File: src/rtl/bus_arbit_rr4.sv
`default_nettype none
// ============================================================================
//  Module   : bus_arbit_rr4
//  Purpose  : Four-master round-robin bus arbiter with a bounded hold time.
//             Produces registered one-hot grants and an owner index (mux
//             select for the shared bus datapath). An owner that keeps its
//             request while another master is waiting is forced off after
//             MAX_HOLD contested cycles.
//  Ports    : clk                  system clock, rising edge
//             reset_n              asynchronous active-low reset
//             m0_req..m3_req       bus requests from masters 0..3
//             m0_grant..m3_grant   registered one-hot grants
//             m_sel[1:0]           index of the granted master
//             hold_exp             one-cycle pulse, first cycle of a grant
//                                  taken by forced handover
//  Revision : 1.0  initial release
// ============================================================================
module bus_arbit_rr4 #(
  parameter int MAX_HOLD = 8,
  parameter int CNT_W    = 4
) (
  input  logic       clk,
  input  logic       reset_n,
  input  logic       m0_req,
  input  logic       m1_req,
  input  logic       m2_req,
  input  logic       m3_req,
  output logic       m0_grant,
  output logic       m1_grant,
  output logic       m2_grant,
  output logic       m3_grant,
  output logic [1:0] m_sel,
  output logic       hold_exp
);

  // Last counter value before a contested owner is forced off.
  localparam logic [CNT_W-1:0] c_HOLD_LAST = CNT_W'(MAX_HOLD - 1);

  logic [1:0]       r_owner;
  logic [3:0]       r_grant;
  logic [CNT_W-1:0] r_hold_cnt;
  logic             r_hold_exp;

  logic [3:0]       w_req;
  logic [3:0]       w_owner_oh;
  logic             w_own_req;
  logic             w_other_req;
  logic [1:0]       w_cand;
  logic [1:0]       w_next;
  logic             w_found;
  logic [1:0]       w_owner_nxt;
  logic [CNT_W-1:0] w_cnt_nxt;
  logic             w_exp_nxt;

  assign w_req       = {m3_req, m2_req, m1_req, m0_req};
  assign w_owner_oh  = 4'b0001 << r_owner;
  assign w_own_req   = w_req[r_owner];
  assign w_other_req = |(w_req & ~w_owner_oh);

  // Search owner+1, owner+2, owner+3 (mod 4); the owner itself is skipped,
  // which is what makes the rotation fair without a separate pointer.
  always_comb begin
    w_next  = r_owner;
    w_found = 1'b0;
    w_cand  = r_owner;
    for (int i = 1; i < 4; i++) begin
      w_cand = r_owner + 2'(i);
      if (!w_found && w_req[w_cand]) begin
        w_next  = w_cand;
        w_found = 1'b1;
      end
    end
  end

  always_comb begin
    w_owner_nxt = r_owner;
    w_cnt_nxt   = '0;
    w_exp_nxt   = 1'b0;
    if (w_own_req && !w_other_req) begin
      w_owner_nxt = r_owner;
    end else if (w_own_req && (r_hold_cnt != c_HOLD_LAST)) begin
      // Contested but still inside the hold window.
      w_cnt_nxt   = r_hold_cnt + 1'b1;
    end else if (w_own_req) begin
      // Hold window exhausted: forced handover.
      w_owner_nxt = w_next;
      w_exp_nxt   = 1'b1;
    end else if (w_other_req) begin
      w_owner_nxt = w_next;
    end else begin
      // Nobody wants the bus: park on master 0.
      w_owner_nxt = 2'd0;
    end
  end

  // Grants are kept as their own register so the outputs come straight
  // from flops rather than through a decoder.
  always_ff @(posedge clk or negedge reset_n) begin
    if (!reset_n) begin
      r_owner    <= 2'd0;
      r_grant    <= 4'b0001;
      r_hold_cnt <= '0;
      r_hold_exp <= 1'b0;
    end else begin
      r_owner    <= w_owner_nxt;
      r_grant    <= 4'b0001 << w_owner_nxt;
      r_hold_cnt <= w_cnt_nxt;
      r_hold_exp <= w_exp_nxt;
    end
  end

  assign m0_grant = r_grant[0];
  assign m1_grant = r_grant[1];
  assign m2_grant = r_grant[2];
  assign m3_grant = r_grant[3];
  assign m_sel    = r_owner;
  assign hold_exp = r_hold_exp;

endmodule
`default_nettype wire

File: config.mk
export PLATFORM = sky130hd
export DESIGN_NAME = bus_arbit_rr4
export DESIGN_NICKNAME = d
export VERILOG_FILES = /design/src/rtl/bus_arbit_rr4.sv
export SDC_FILE = /design/constraint.sdc
export NUM_CORES = 1
export LEC_CHECK = 0
export CORE_MARGIN = 2
export CORE_UTILIZATION = 50
export DETAILED_ROUTE_END_ITERATION = 7
export PLACE_DENSITY = 0.87
export SLEW_MARGIN = 20
export SYNTH_ARGS = -nofsm -noshare
export SYNTH_HDL_FRONTEND = slang
export SYNTH_SLANG_ARGS = --single-unit
File: constraint.sdc
create_clock -name clk -period 5.25 [get_ports clk]
set_clock_uncertainty 0.2 [all_clocks]
set_input_delay 1.05 -clock clk [delete_from_list [all_inputs] [get_ports clk]]
set_output_delay 1.05 -clock clk [all_outputs]
set_load 0.005 [all_outputs]
==> flow_summary.toml, run 1 <==
[synthesis]
synth_top_family_by_area = "compound AO/OA/AOI/OAI gates"
synth_seq_cells = 11
synth-simple-area-share_pct = 18.8
synth_compound_area_share_pct = 19.0
synth_area_leaders = "dfrtp_1, ha_1, mux2i_1"
synth-xor-area-share_pct = 2.25
yosysSeqAreaShare_pct = 35.6
synth-adder-area-share_pct = 8.05
synth_nets = 83
synth_top_cell_by_area = "dfrtp_1"
netlist_area_um2 = 777
yosysTopAreaCellShare_pct = 32.2
synth.avg_cell_area_um2 = 10.8
synth.mux.area_fraction_pct = 9.98
ys_types = 33
yosysWarningCount = 0
synthesis.instances = 72

[sta]
hold_ws_ps = 266
report.final.hold_viol_count = 0
worstMarginPinSlew_ps = 487
setup_viol = 0
slew_headroom_pct = 67.5
rsz0062_at_grt = "false"
fin_crit_ps = 3090
drv_slew = 0
tns_ps = 0
fmax_mhz = 324
setup_slack_ps = 2160
fin_crit_sh_pct = 58.8

[die]
fp.dieW_um = 43.4
die_h_um = 43.4
num_rows = 14
placeableCoreArea_mm2 = 0.00149
io_pins = 13
die-area_mm2 = 0.00189
initial_core_util_pct = 52.2

[global_route]
grt_pass1_vias = 609
grt_max_degree = 14
grt_usage_pct = 18.2
grt_first_pass_wirelength_mm = 2.57
antenna_found_initial = 0
grt_overflow_total = 0

[clocking]
post_cts_resize_count = 0
cts_root_buf = "clkbuf_4"
clock_sinks = 11
clk_pin_slew_ps = 60
htree_levels = 1
cts_setup_buffers = 0
max-clock-path-buffers = 2
cts-hold-fix-buffers = 0
insertion_delay_ps = 260
cts_tree = "yes"
numCtsBuffers = 3

[placed_design]
preCtsSetupSlack_ps = 1920
port_buffers = 12
globalplace.congestion = 0.819
dp_hpwl_mm = 1.06
place_area_um2 = 895
dp_cells = 98

[drt]
dr.pass1.iters = 4
vias = 589
drt-total-wl_mm = 1.45
drt-initial-drc-count = 12
avgRoutedWirePerCell_um = 14.2
post-route-drc-count = 0
ant_nets = 0
viasPerCell = 5.77

[finish]
drive_gt1_share_pct = 19.8
final_cell_mix = "clkdlybuf4s50_1, nor2_1, dfrtp_1, inv_1, ha_1"
fin_cells = 102
fin_nets = 98
area_growth_pct = 18.5
diodes = 0
final_common_cell = "clkdlybuf4s50_1"
final_area_um2 = 921

[critical_path]
cp.required_ps = 5240
endpoint_kind = "flop"
slowest_delay_ps = 560
arrival_ps = 3080
critical_path_class = "in2reg"
cpMostUsedCell = "mux2i_1"
startpoint_type = "input port"
crit_chain = "clkdlybuf4s50_1, mux2i_1, mux2i_1, and4b_4, mux2_4, o32ai_4, nor2b_1"
critical_path.slowest_cell = "clkdlybuf4s50_1"
r2r_slack_ps = 2280
critPathMaxFanout = 7

[run]
cap_violations = 0

[power_and_ir_drop]
power_density_mw_per_mm2 = 592
power_leakage_uw = 0.000407
peakVddDrop_v = 0.000385

[min_path]
worst_hold_path_type = "reg2reg"

[run_status]
status = "completed"
-- through the flow --
stage	util, %	total power (uW)
after floorplan	-	417
after global placement	60.1	479
after detailed placement	60.1	490
after CTS	61.8	550
after global routing	61.8	594
final	61.8	545
-- final cells by class --
cell class	instances	area (um^2)
clock buffer	4	26.3
sequential	11	277
tap	16	20.0
multi-input combinational	52	452
timing repair buffer	12	120
inverter	7	26.3
fill	120	568
-- critical path, delay by kind of cell --
kind	cells	cell delay, ps
buffers and inverters	1	560
muxes	3	670
AOI/OAI and AO/OA	1	280
and+or+nand+nor	2	510
-- final timing paths --
kind | from | cells past startpoint | endpoint
setup / recovery | m0_req | 7 | r_grant[2]
hold / removal | r_hold_cnt[0] | 1 | r_hold_cnt[0]
setup reg to reg | m_sel[1] | 8 | r_grant[2]
max in group asynchronous | reset_n | 1 | r_grant[0]
min in group asynchronous | reset_n | 1 | r_hold_cnt[2]
hold reg to reg | r_hold_cnt[0] | 1 | r_hold_cnt[0]
-- kinds of logic after synthesis --
kind of cell    Yosys count
simple gates             24
compound gates           15
flops                    11
buf+inv                   9
mux                       6
fa+ha+maj                 5
xor+xnor                  2
-- report_power, final --
group | total [uW] | internal (uW) | switching, uW
Sequential | 155 | 118 | 36.7
Clock | 55.1 | 29.3 | 25.7
Combinational | 335 | 178 | 157
-- synth_stat cells --
library cell	n
nand3_1	1
o22ai_2	2
mux2_4	1
and2_4	1
ha_1	5
o21ai_0	2
and4b_4	1
and2b_2	3
o211ai_1	1
o21a_1	1
a21oi_1	1
nand3b_1	1
and2_1	1
inv_1	6
buf_6	2
o21ai_1	3
mux4_2	1
a32oi_1	1
xnor2_1	1
o32ai_4	1
dfrtp_1	10
inv_2	1
and2_2	1
mux2i_1	4
nor2b_1	2
dfstp_2	1
a221oi_4	1
nor2_1	10
nor4b_1	1
xor2_1	1
a31oi_1	1
a41oi_1	1
nand2b_1	2
-- routing by layer --
metal	vias to the layer above	routed length [um]	share of wire [%]	global-route usage (%)
met5	-	0	0	0
met4	0	7	0.48	3.03
met3	2	94	6.5	7.92
met2	28	709	49	31.0
met1	275	639	44	21.7
li1	284	-	-	-
-- state kept, by name (all words and copies together), names as in the netlist --
signal,flops
hold_exp,1
r_hold_cnt,4
r_grant,4
m_sel,2
Power figures use the tool's default switching activity.
==> run 2: changes to the inputs <==
- clock period: 5.25 -> 2.9 ns (I/O delays scaled with it)
==> run 2 against run 1 <==
  * Sequential power grew 55%
  * Total power grew 85%
  * Utilization grew 2.0 points
  * Critical endpoint unchanged
  * Largest power group unchanged
  * Critical path type is now reg2reg
  * Die area is the same
  * Global-route usage shrank 0.52 points
==> flow_summary.toml, run 2 (synthesis gave the netlist of run 1 again) <==
[run_status]
status = "completed"

[sta]
rsz0062_at_grt = "false"
fin_crit_sh_pct = 91.2
fin_crit_ps = 2640
slew_headroom_pct = 64.8
fmax_mhz = 378
report.final.hold_viol_count = 0
drv_slew = 0
tns_ps = 0
worstMarginPinSlew_ps = 523
setup_viol = 0

[min_path]
holdPathEnd = "r_hold_cnt[0]"
worst_hold_path_type = "reg2reg"
min_path_cells = 1
hold_path_startpoint = "r_hold_cnt[0]"

[die]
die_h_um = 43.4
io_pins = 13
num_rows = 14
fp.dieW_um = 43.4
die-area_mm2 = 0.00189
initial_core_util_pct = 52.2
placeableCoreArea_mm2 = 0.00149

[drt]
dr.pass1.iters = 2
avgRoutedWirePerCell_um = 13.0
viasPerCell = 5.42
vias = 575
drt-initial-drc-count = 10
ant_nets = 0
post-route-drc-count = 0
drt-total-wl_mm = 1.38

[global_route]
grt_usage_pct = 17.7
grt_pass1_vias = 565
grt_max_degree = 13
antenna_found_initial = 0
grt_overflow_total = 0
grt_first_pass_wirelength_mm = 2.42

[critical_path]
cp.required_ps = 2900
r2r_slack_ps = 260
arrival_ps = 2640
critical_path_class = "reg2reg"
reg2reg_from = "m_sel[1]"
endpoint_kind = "flop"
startpoint_type = "flop"
critPathMaxFanout = 6
r2r_cells = 8
reg2reg_to = "r_grant[2]"

[finish]
final_common_cell = "clkdlybuf4s50_1"
fin_util_pct = 63.9
fin_nets = 102
drive_gt1_share_pct = 23.3
area_growth_pct = 22.4
final_cell_mix = "clkdlybuf4s50_1, nor2_1, dfrtp_1, inv_1, ha_1"
diodes = 0

[clocking]
cts-hold-fix-buffers = 0
clock_sinks = 11
post_cts_resize_count = 0
cts_setup_buffers = 0
htree_levels = 1
insertion_delay_ps = 260
numCtsBuffers = 3
cts_root_buf = "clkbuf_4"
clk_pin_slew_ps = 60
cts_tree = "yes"
max-clock-path-buffers = 2

[power_and_ir_drop]
peakVddDrop_v = 0.000810
power_leakage_uw = 0.000426
power_density_mw_per_mm2 = 1060

[placed_design]
port_buffers = 12
dp_hpwl_mm = 1.12
globalplace.congestion = 0.906

[run]
cap_violations = 0
## run 2: cell types whose count changed in the layout (fill, tap and decap cells not counted), sizes merged
cell	previous run	this run
buf	0	4
## run 2: critical path: stages (launching register included)
cell and delay (ps):
dfrtp_1 350, inv_1 100, ha_1 430, mux2i_1 270
mux2i_1 130, and4b_4 340, mux2_4 310, o32ai_4 280
nor2b_1 170
## run 2: report_power, final
group          switching, uW  internal (uW)
sequential              24.6            215
clock                   47.5           53.2
combinational            326            342
## run 2: how the worst max path moves through the flow
stage	startpoint	to	slack (ps)	depth (start not counted)
finish	m_sel[1]	r_grant[2]	260	8
global route	m_sel[1]	r_grant[3]	190	8
CTS	m_sel[1]	r_grant[2]	250	8
detailed placement	m3_req	r_grant[2]	80	7
global placement	m3_req	r_grant[3]	150	7
floorplan	m_sel[1]	r_grant[2]	310	9
## run 2: final cells by class
type	count	area (um^2)
Clock buffer	4	26.3
Timing Repair Buffer	16	150
Fill cell	122	538
Inverter	7	26.3
Tap cell	16	20.0
Sequential cell	11	277
Multi-Input combinational cell	52	452
## run 2: layer usage
metal | vias up | track usage, % | share of wire, % | wire (um)
met5 | - | 0 | 0 | 0
met4 | 0 | 3.64 | 0 | 0
met3 | 0 | 8.33 | 4.6 | 64
met2 | 8 | 28.7 | 49 | 673
met1 | 277 | 21.7 | 47 | 645
li1 | 290 | - | - | -
## run 2: through the flow
stage	worst slack [ps]	instance area [um^2]	hold slack [ps]	total power [uW]	cells
6_report	256	951	257	1010	106
5_1_grt	188	951	282	1090	106
4_1_cts	254	951	262	1020	106
3_5_place_dp	78.2	925	253	915	102
3_3_place_gp	148	925	245	891	102
2_1_floorplan	310	777	84.4	754	72
